File: src/rtl/ram_pin_serdes.sv
// Read bridge from a request port to a narrow RAM pin interface. The address goes out LSB nibble
// first, then a programmable turnaround, then the read data is assembled LSB nibble first.
module ram_pin_serdes #(
  parameter int RAM_PINS  = 4,
  parameter int ADDR_BITS = 16,
  parameter int DATA_BITS = 16,
  parameter int LAT_BITS  = 4
) (
  input  logic                 clk,
  input  logic                 reset,
  input  logic                 req_valid,
  output logic                 req_ready,
  input  logic [ADDR_BITS-1:0] req_addr,
  input  logic [LAT_BITS-1:0]  latency,
  input  logic                 sync_data,
  input  logic                 loopback,
  output logic [RAM_PINS-1:0]  addr_pins,
  input  logic [RAM_PINS-1:0]  data_pins,
  output logic                 rd_valid,
  output logic [DATA_BITS-1:0] rd_data,
  output logic                 busy
);

  localparam int NA  = ADDR_BITS / RAM_PINS;
  localparam int ND  = DATA_BITS / RAM_PINS;
  localparam int CA  = (NA > 1) ? $clog2(NA) : 1;
  localparam int CD  = (ND > 1) ? $clog2(ND) : 1;
  localparam int CW0 = (CA > CD) ? CA : CD;
  localparam int CW  = (CW0 > LAT_BITS) ? CW0 : LAT_BITS;
  localparam logic [CW-1:0] CNT_ONE = CW'(1);

  typedef enum logic [1:0] {IDLE, ADDR, WAIT, DATA} state_t;

  state_t               state;
  logic [CW-1:0]        cnt;
  logic [ADDR_BITS-1:0] addr_sh;
  logic [RAM_PINS-1:0]  addr_q;
  logic [LAT_BITS-1:0]  lat_q;
  logic [RAM_PINS-1:0]  d_q;
  logic [RAM_PINS-1:0]  d_s;
  logic [DATA_BITS-1:0] dat_sh;
  logic [DATA_BITS-1:0] d_next;
  logic                 first_sample;

  assign d_s       = sync_data ? d_q : data_pins;
  // New nibbles enter at the top so the first one received ends up as the LSB nibble.
  assign d_next    = (dat_sh >> RAM_PINS) | (DATA_BITS'(d_s) << (DATA_BITS - RAM_PINS));
  assign first_sample = (state == WAIT && cnt == '0) ||
                        (state == ADDR && cnt == '0 && lat_q == '0);
  assign req_ready = !reset && !loopback && (state == IDLE);
  assign addr_pins = loopback ? d_s : addr_q;
  assign busy      = (state != IDLE);

  always_ff @(posedge clk or posedge reset) begin
    if (reset) begin
      state    <= IDLE;
      cnt      <= '0;
      addr_sh  <= '0;
      addr_q   <= '0;
      lat_q    <= '0;
      d_q      <= '0;
      dat_sh   <= '0;
      rd_data  <= '0;
      rd_valid <= 1'b0;
    end else begin
      d_q      <= data_pins;
      rd_valid <= 1'b0;
      if (loopback) begin
        state  <= IDLE;
        addr_q <= '0;
      end else begin
        case (state)
          IDLE: begin
            if (req_valid) begin
              addr_q  <= req_addr[RAM_PINS-1:0];
              addr_sh <= req_addr >> RAM_PINS;
              lat_q   <= latency;
              cnt     <= CW'(NA - 1);
              state   <= ADDR;
            end
          end
          ADDR: begin
            if (cnt != '0) begin
              addr_q  <= addr_sh[RAM_PINS-1:0];
              addr_sh <= addr_sh >> RAM_PINS;
              cnt     <= cnt - CNT_ONE;
            end else begin
              addr_q <= '0;
              if (lat_q != '0) begin
                state <= WAIT;
                cnt   <= CW'(lat_q) - CNT_ONE;
              end
            end
          end
          WAIT: begin
            if (cnt != '0) cnt <= cnt - CNT_ONE;
          end
          DATA: begin
            if (cnt != '0) begin
              dat_sh <= d_next;
              cnt    <= cnt - CNT_ONE;
            end else begin
              rd_data  <= d_next;
              rd_valid <= 1'b1;
              state    <= IDLE;
            end
          end
          default: state <= IDLE;
        endcase
        // Nibble 0 lands on the edge that ends the turnaround, or the address phase if latency is 0.
        if (first_sample) begin
          if (ND == 1) begin
            rd_data  <= d_next;
            rd_valid <= 1'b1;
            state    <= IDLE;
          end else begin
            dat_sh <= d_next;
            cnt    <= CW'(ND - 2);
            state  <= DATA;
          end
        end
      end
    end
  end

endmodule
File: config.mk
export PLATFORM = sky130hd
export DESIGN_NAME = ram_pin_serdes
export DESIGN_NICKNAME = d
export VERILOG_FILES = /design/src/rtl/ram_pin_serdes.sv
export SDC_FILE = /design/constraint.sdc
export NUM_CORES = 1
export LEC_CHECK = 0
export CAP_MARGIN = 20
export CORE_MARGIN = 3
export CORE_UTILIZATION = 47
export DETAILED_ROUTE_END_ITERATION = 7
export PLACE_DENSITY_LB_ADDON = 0.12
export SETUP_SLACK_MARGIN = 0.3
export SLEW_MARGIN = 20
export SYNTH_ARGS = -nofsm -noshare
export SYNTH_HDL_FRONTEND = slang
export SYNTH_SLANG_ARGS = --single-unit
File: constraint.sdc
create_clock -name clk -period 2 [get_ports clk]
set_input_delay 0.2 -clock clk [delete_from_list [all_inputs] [get_ports clk]]
set_output_delay 0.2 -clock clk [all_outputs]
set_load 0.05 [all_outputs]
; Word level (Yosys, flattened, before mapping)
; Cells that the tools add are included.
[totals]
reg_bits = 67
input_bits = 29
out_inout_bits = 23
[classes]
add_sub_neg = 2
eq_ne = 13
mux = 28
bitwise_logic = 3
n_reduce_logical = 27
[ops]
columns = cell, count
row1 = two-way mux 16 bit, 5
row2 = two-way mux 4 bit, 10
row3 = one-hot mux 16 bit (2 select lines), 1
row4 = bitwise OR 12 x 16 -> 16 bit, 1
row5 = two-way mux 2 bit, 6
row6 = "!= test 4 bit, second input constant", 3
row7 = one-hot mux 4 bit (3 select lines), 1
row8 = AND reduction 3 bit, 3
row9 = zero test 4 bit, 2
row10 = one-hot mux 4 bit (2 select lines), 1
row11 = AND reduction 4 bit, 2
row12 = nonzero test 2 bit, 4
row13 = nonzero test 4 bit, 2
row14 = "subtractor 4 x 1 -> 4 bit, second input constant", 2
row15 = "!= test 3 bit, second input constant", 2
row16 = one-hot mux 2 bit (3 select lines), 1
row17 = logical AND 1 bit, 5
row18 = AND reduction 5 bit, 1
row19 = nonzero test 5 bit, 1
row20 = "== test 2 bit, second input constant", 2
row21 = "!= test 4 x 2 -> 1 bit, second input constant", 1
row22 = "!= test 4 x 3 -> 1 bit, second input constant", 1
row23 = two-way mux 1 bit, 3
row24 = "!= test 3 x 1 -> 1 bit, second input constant", 1
row25 = other kinds (10), 12

; Logic depth before layout (Yosys ltp)
[depth]
depth_word = 6
ltp_mapped = 8
mapped_depth_nobuf = 6

; Worst setup path after synthesis
; No wires, ideal clock.
[synth_path]
path_kind = reg2out
from = reg state[0]
to = out req_ready
arrival_time_ns = 2.189
setup_slack_ns = -0.389
stages_incl_launch_ff = 4
path_buffers = 1
path_cell_list = dfrtp_1 -> or2_2 -> clkbuf_1 -> nor3_1
[synth_via]
elab_chain_len = 2
[synth_rtl]
columns = element, line
row1 = "start, declared", 34  ; state_t state;
row2 = "start signal, assigned", 56  ; state <= IDLE;
row3 = "start signal, assigned", 69  ; state <= IDLE;
row4 = "start signal, assigned", 79  ; state <= ADDR;
row5 = zero test 2 bit, 50  ; assign req_ready = !reset && !loopback && (state == IDLE);
row6 = logical AND 1 bit, 50
row7 = "end, declared", 12  ; output logic req_ready,
; Every way passes these cells.

; Final worst setup path
[layout_path]
from = reg cnt[1]
to = reg dat_sh[5]
[layout_via]
elab_chain_len = 6
[layout_rtl]
columns = element, line
row1 = "start, declared", 35  ; logic [CW-1:0] cnt;
row2 = "start signal, assigned", 78  ; cnt <= CW'(NA - 1);
row3 = "start signal, assigned", 86  ; cnt <= cnt - CNT_ONE;
row4 = "start signal, assigned", 91  ; cnt <= CW'(lat_q) - CNT_ONE;
row5 = zero test 4 bit, "48, 49"
row6 = logical AND 1 bit (2 in a row), 49  ; (state == ADDR && cnt == '0 && lat_q == '0);
row7 = logical OR 1 bit, 48  ; assign first_sample = (state == WAIT && cnt == '0) ||
row8 = nonzero test 2 bit (no line), --
row9 = AND reduction 3 bit (no line), --
row10 = "end signal, assigned", 100  ; dat_sh <= d_next;
row11 = "end signal, assigned", 117  ; dat_sh <= d_next;
row12 = "end, declared", 41  ; logic [DATA_BITS-1:0] dat_sh;
; Parallel ways exist; a longest one is shown, timed or not.
; A chain may end at the register's enable or synchronous reset.

==> summary.txt <==
Critical Path End -> dat_sh[5]
hold crit path type -> in -> async
Port Buffer Count -> 51
diode count -> 0
drt pass-1 iters -> 4
initial DRC count -> 142
first-pass GRT wire length -> 11300 µm
largest net degree at the start of global routing -> 34
DP Cell Count -> 374
Global Route Usage Sum -> 0.206
Overflow after GRT -> 0
CTS Buffer Depth -> 2
Max IR drop VDD -> 0.546 mV
Pwr Density -> 945 mW/mm²
Die Ht -> 83.4 µm
R2R Setup Slk -> -20 ps
number of global-route vias before repair -> 2272
drt drc -> 0
Mapped Area -> 0.00282 mm²
CP Launch Type -> flop
RSZ-0062 raised after global routing -> true
cell taking the most area after synthesis -> dfrtp_1
Final Util -> 0.773
Clock Tree Root -> clkbuf_8
final worst slack -> -23.7 ps
r2r startpoint -> cnt[1]
commonest non-fill, non-tap cell in the layout -> dfrtp_1
CTS tree -> yes
htree depth -> 3
Initial Util -> 0.500
sequential cell area fraction in the yosys report -> 0.524
final setup vio count -> 6
fmax -> 0.494 GHz
Static Leak -> 0.00209 µW
Max-Cap Viols -> 0
Skew-Pair Late Insertion Delay -> 330 ps
Worst-path clk slew -> 70 ps
vias per cell -> 5.47
antenna violations before repair -> 0
WHS -> 336 ps
xor and xnor area share after synthesis -> 0.00621
Slowest cell on crit path -> dfrtp_1
die width -> 83.4 µm
critical path type -> reg -> reg
I/O pin total -> 52
Num CTS Buffers -> 9
min cycle time layout -> 2020 ps
Finished Layout Cells -> 415
CORE AREA -> 0.00564 mm²
slew margin rel. -> 0.660
final WL -> 6810 µm
compound-cell area share of the yosys netlist -> 0.147
share of cells above drive strength 1 -> 0.394
Yosys reg bits -> 59
skew final -> 6.68 ps
max-slew violations -> 0
Post-DP HPWL -> 4160 µm
commonest cells after routing, fill and taps aside -> dfrtp_1 (57), buf_4 (29), clkdlybuf4s50_1 (28), mux2i_1 (16), nand2_1 (13)
synth warn -> 0
FF-to-FF End -> dat_sh[5]
worst-path fanout max -> 6
area delta synth->final -> 54.7%
Num Clock Sinks -> 59
TNS Setup -> -69.0 ps
post-synthesis mux area share -> 0.144
Tot Pwr -> 4120 µW
DR WL/cell -> 16.4 µm
CP peak stage delay -> 390 ps
gpl congestion -> 0.872
adder-cell share of the synthesized area -> 0.0133
DRT antenna net count -> 0
Netlist cell types -> 45
num rows -> 27
Avg Inst Size Synth -> 11.6 µm²
Period Utilization, post-route -> 1.01
WP data arrival -> 2240 ps
simple-gate share of the synthesized area -> 0.115
outcome -> complete, but fails checks
Final Hold Vio Count -> 0
cells on worst reg2reg path -> 8
Fill cells -> 336
Worst Max-Slew Pin Slew -> 513 ps
Syn Nets -> 276
WP data required -> 2220 ps
worst setup path startpoint -> cnt[1]
Final #Nets -> 371
Synth Instances -> 244
failing checks -> negative setup slack
top cells by area, synth -> dfrtp_1 (52%), mux2i_1 (6.4%), mux2_2 (4.8%), a21oi_1 (3.4%), mux2_4 (3.2%)
share of the synthesized area in the top cell type -> 0.524
largest family of logic cells by synthesized area -> compound AO/OA/AOI/OAI gates
crit-path cells -> inv_2, ha_4, nor4b_4, nand3_2, a311oi_4, buf_6, buf_12, mux2_4
Die ar. -> 0.00696 mm²
via count -> 2272
crit path capture type -> flop
## cells in the mapped netlist (all sizes together)
library cell  instances
nor2b                 2
and4                  1
nand3                 2
a22o                  9
a211oi                2
nand3b                4
and2                  1
a21oi                20
a41oi                 1
buf                   7
nor2                 20
nor3b                 2
nor4b                 1
a221oi                4
a311oi                2
or2                   1
o21bai                1
nand2b                4
o22ai                 1
clkbuf                9
nand4b                1
a31o                  2
mux2i                18
inv                  12
a2111oi               1
ha                    3
nand2                15
o211ai                1
nor3                  4
xnor2                 2
or3b                  1
mux2                 18
dfrtp                59
o21ai                11
a22oi                 2
## worst max-delay path: cells and delay by family (launching register included)
| kind | cells | cell delay, ps |
|---|---|---|
| flip-flops | 1 | 390 |
| AND/OR/NAND/NOR | 2 | 410 |
| buffers and inverters | 3 | 370 |
| AO/OA/AOI/OAI | 1 | 280 |
| adder cells (fa/ha/maj) | 1 | 140 |
| multiplexers | 1 | 300 |
## logic make-up after synthesis
group	count (synthesis)
AND/OR/NAND/NOR	59
flip-flops	59
AO/OA/AOI/OAI	57
multiplexers	36
buffers and inverters	28
adder cells (fa/ha/maj)	3
XOR/XNOR	2
## where the power goes
part	total (µW)	leakage (µW)	switching (µW)	internal [µW]
combinational	1260	0.00123	553	706
sequential	1630	0.000739	204	1420
clock	1230	0.000115	470	762
total	4120	0.00209	1230	2890
## metrics by stage
step	setup WS (ps)	area (µm²)
floorplan	8.44	2890
global placement	20.9	3630
detailed placement	3.19	3630
CTS	56.1	4120
global route	-77.2	4360
finish	-23.7	4360
## worst min path at each step
| stage | endpoint | slack (ps) | cells past startpoint |
|---|---|---|---|
| 4_1_cts | addr_sh[0] | 340 | 3 |
| 5_1_grt | d_q[0] | 340 | 1 |
| 6_report | rd_data[11] | 340 | 3 |
| 3_3_place_gp | rd_data[12] | 470 | 2 |
| 2_1_floorplan | d_q[0] | 230 | 0 |
| 3_5_place_dp | rd_data[14] | 480 | 2 |
## sequential cells by signal (all words and copies together), names as in the netlist
register and flops:
addr_q 4, addr_sh 12, cnt 4, d_q 4, dat_sh 12, lat_q 4
rd_data 16, rd_valid 1, state 2
## layout make-up
class / instances / area (µm²) / share of cell area
clock inverter: 4 / 73.8 / 0.0169
inverter: 12 / 45.0 / 0.0103
tap: 72 / 90.1 / 0.0207
clock buffer: 11 / 151 / 0.0347
timing repair buffer: 100 / 1120 / 0.257
multi-input combinational: 157 / 1400 / 0.322
sequential: 59 / 1480 / 0.339
## metal layers
| metal | share of wire | up-vias | track usage |
|---|---|---|---|
| met5 | 0 | - | 0 |
| met4 | 0.026 | 0 | 0.101 |
| met3 | 0.049 | 15 | 0.0387 |
| met1 | 0.43 | 1124 | 0.279 |
| met2 | 0.50 | 66 | 0.319 |
| li1 | - | 1067 | - |
## timing repair
action,CTS,global route
pin swaps,7,13
resized for setup,33,51
buffers inserted,16,7
gates cloned,2,1
hold buffers,0,0
setup endpoints to repair,59,62
Power figures use the tool's default switching activity.
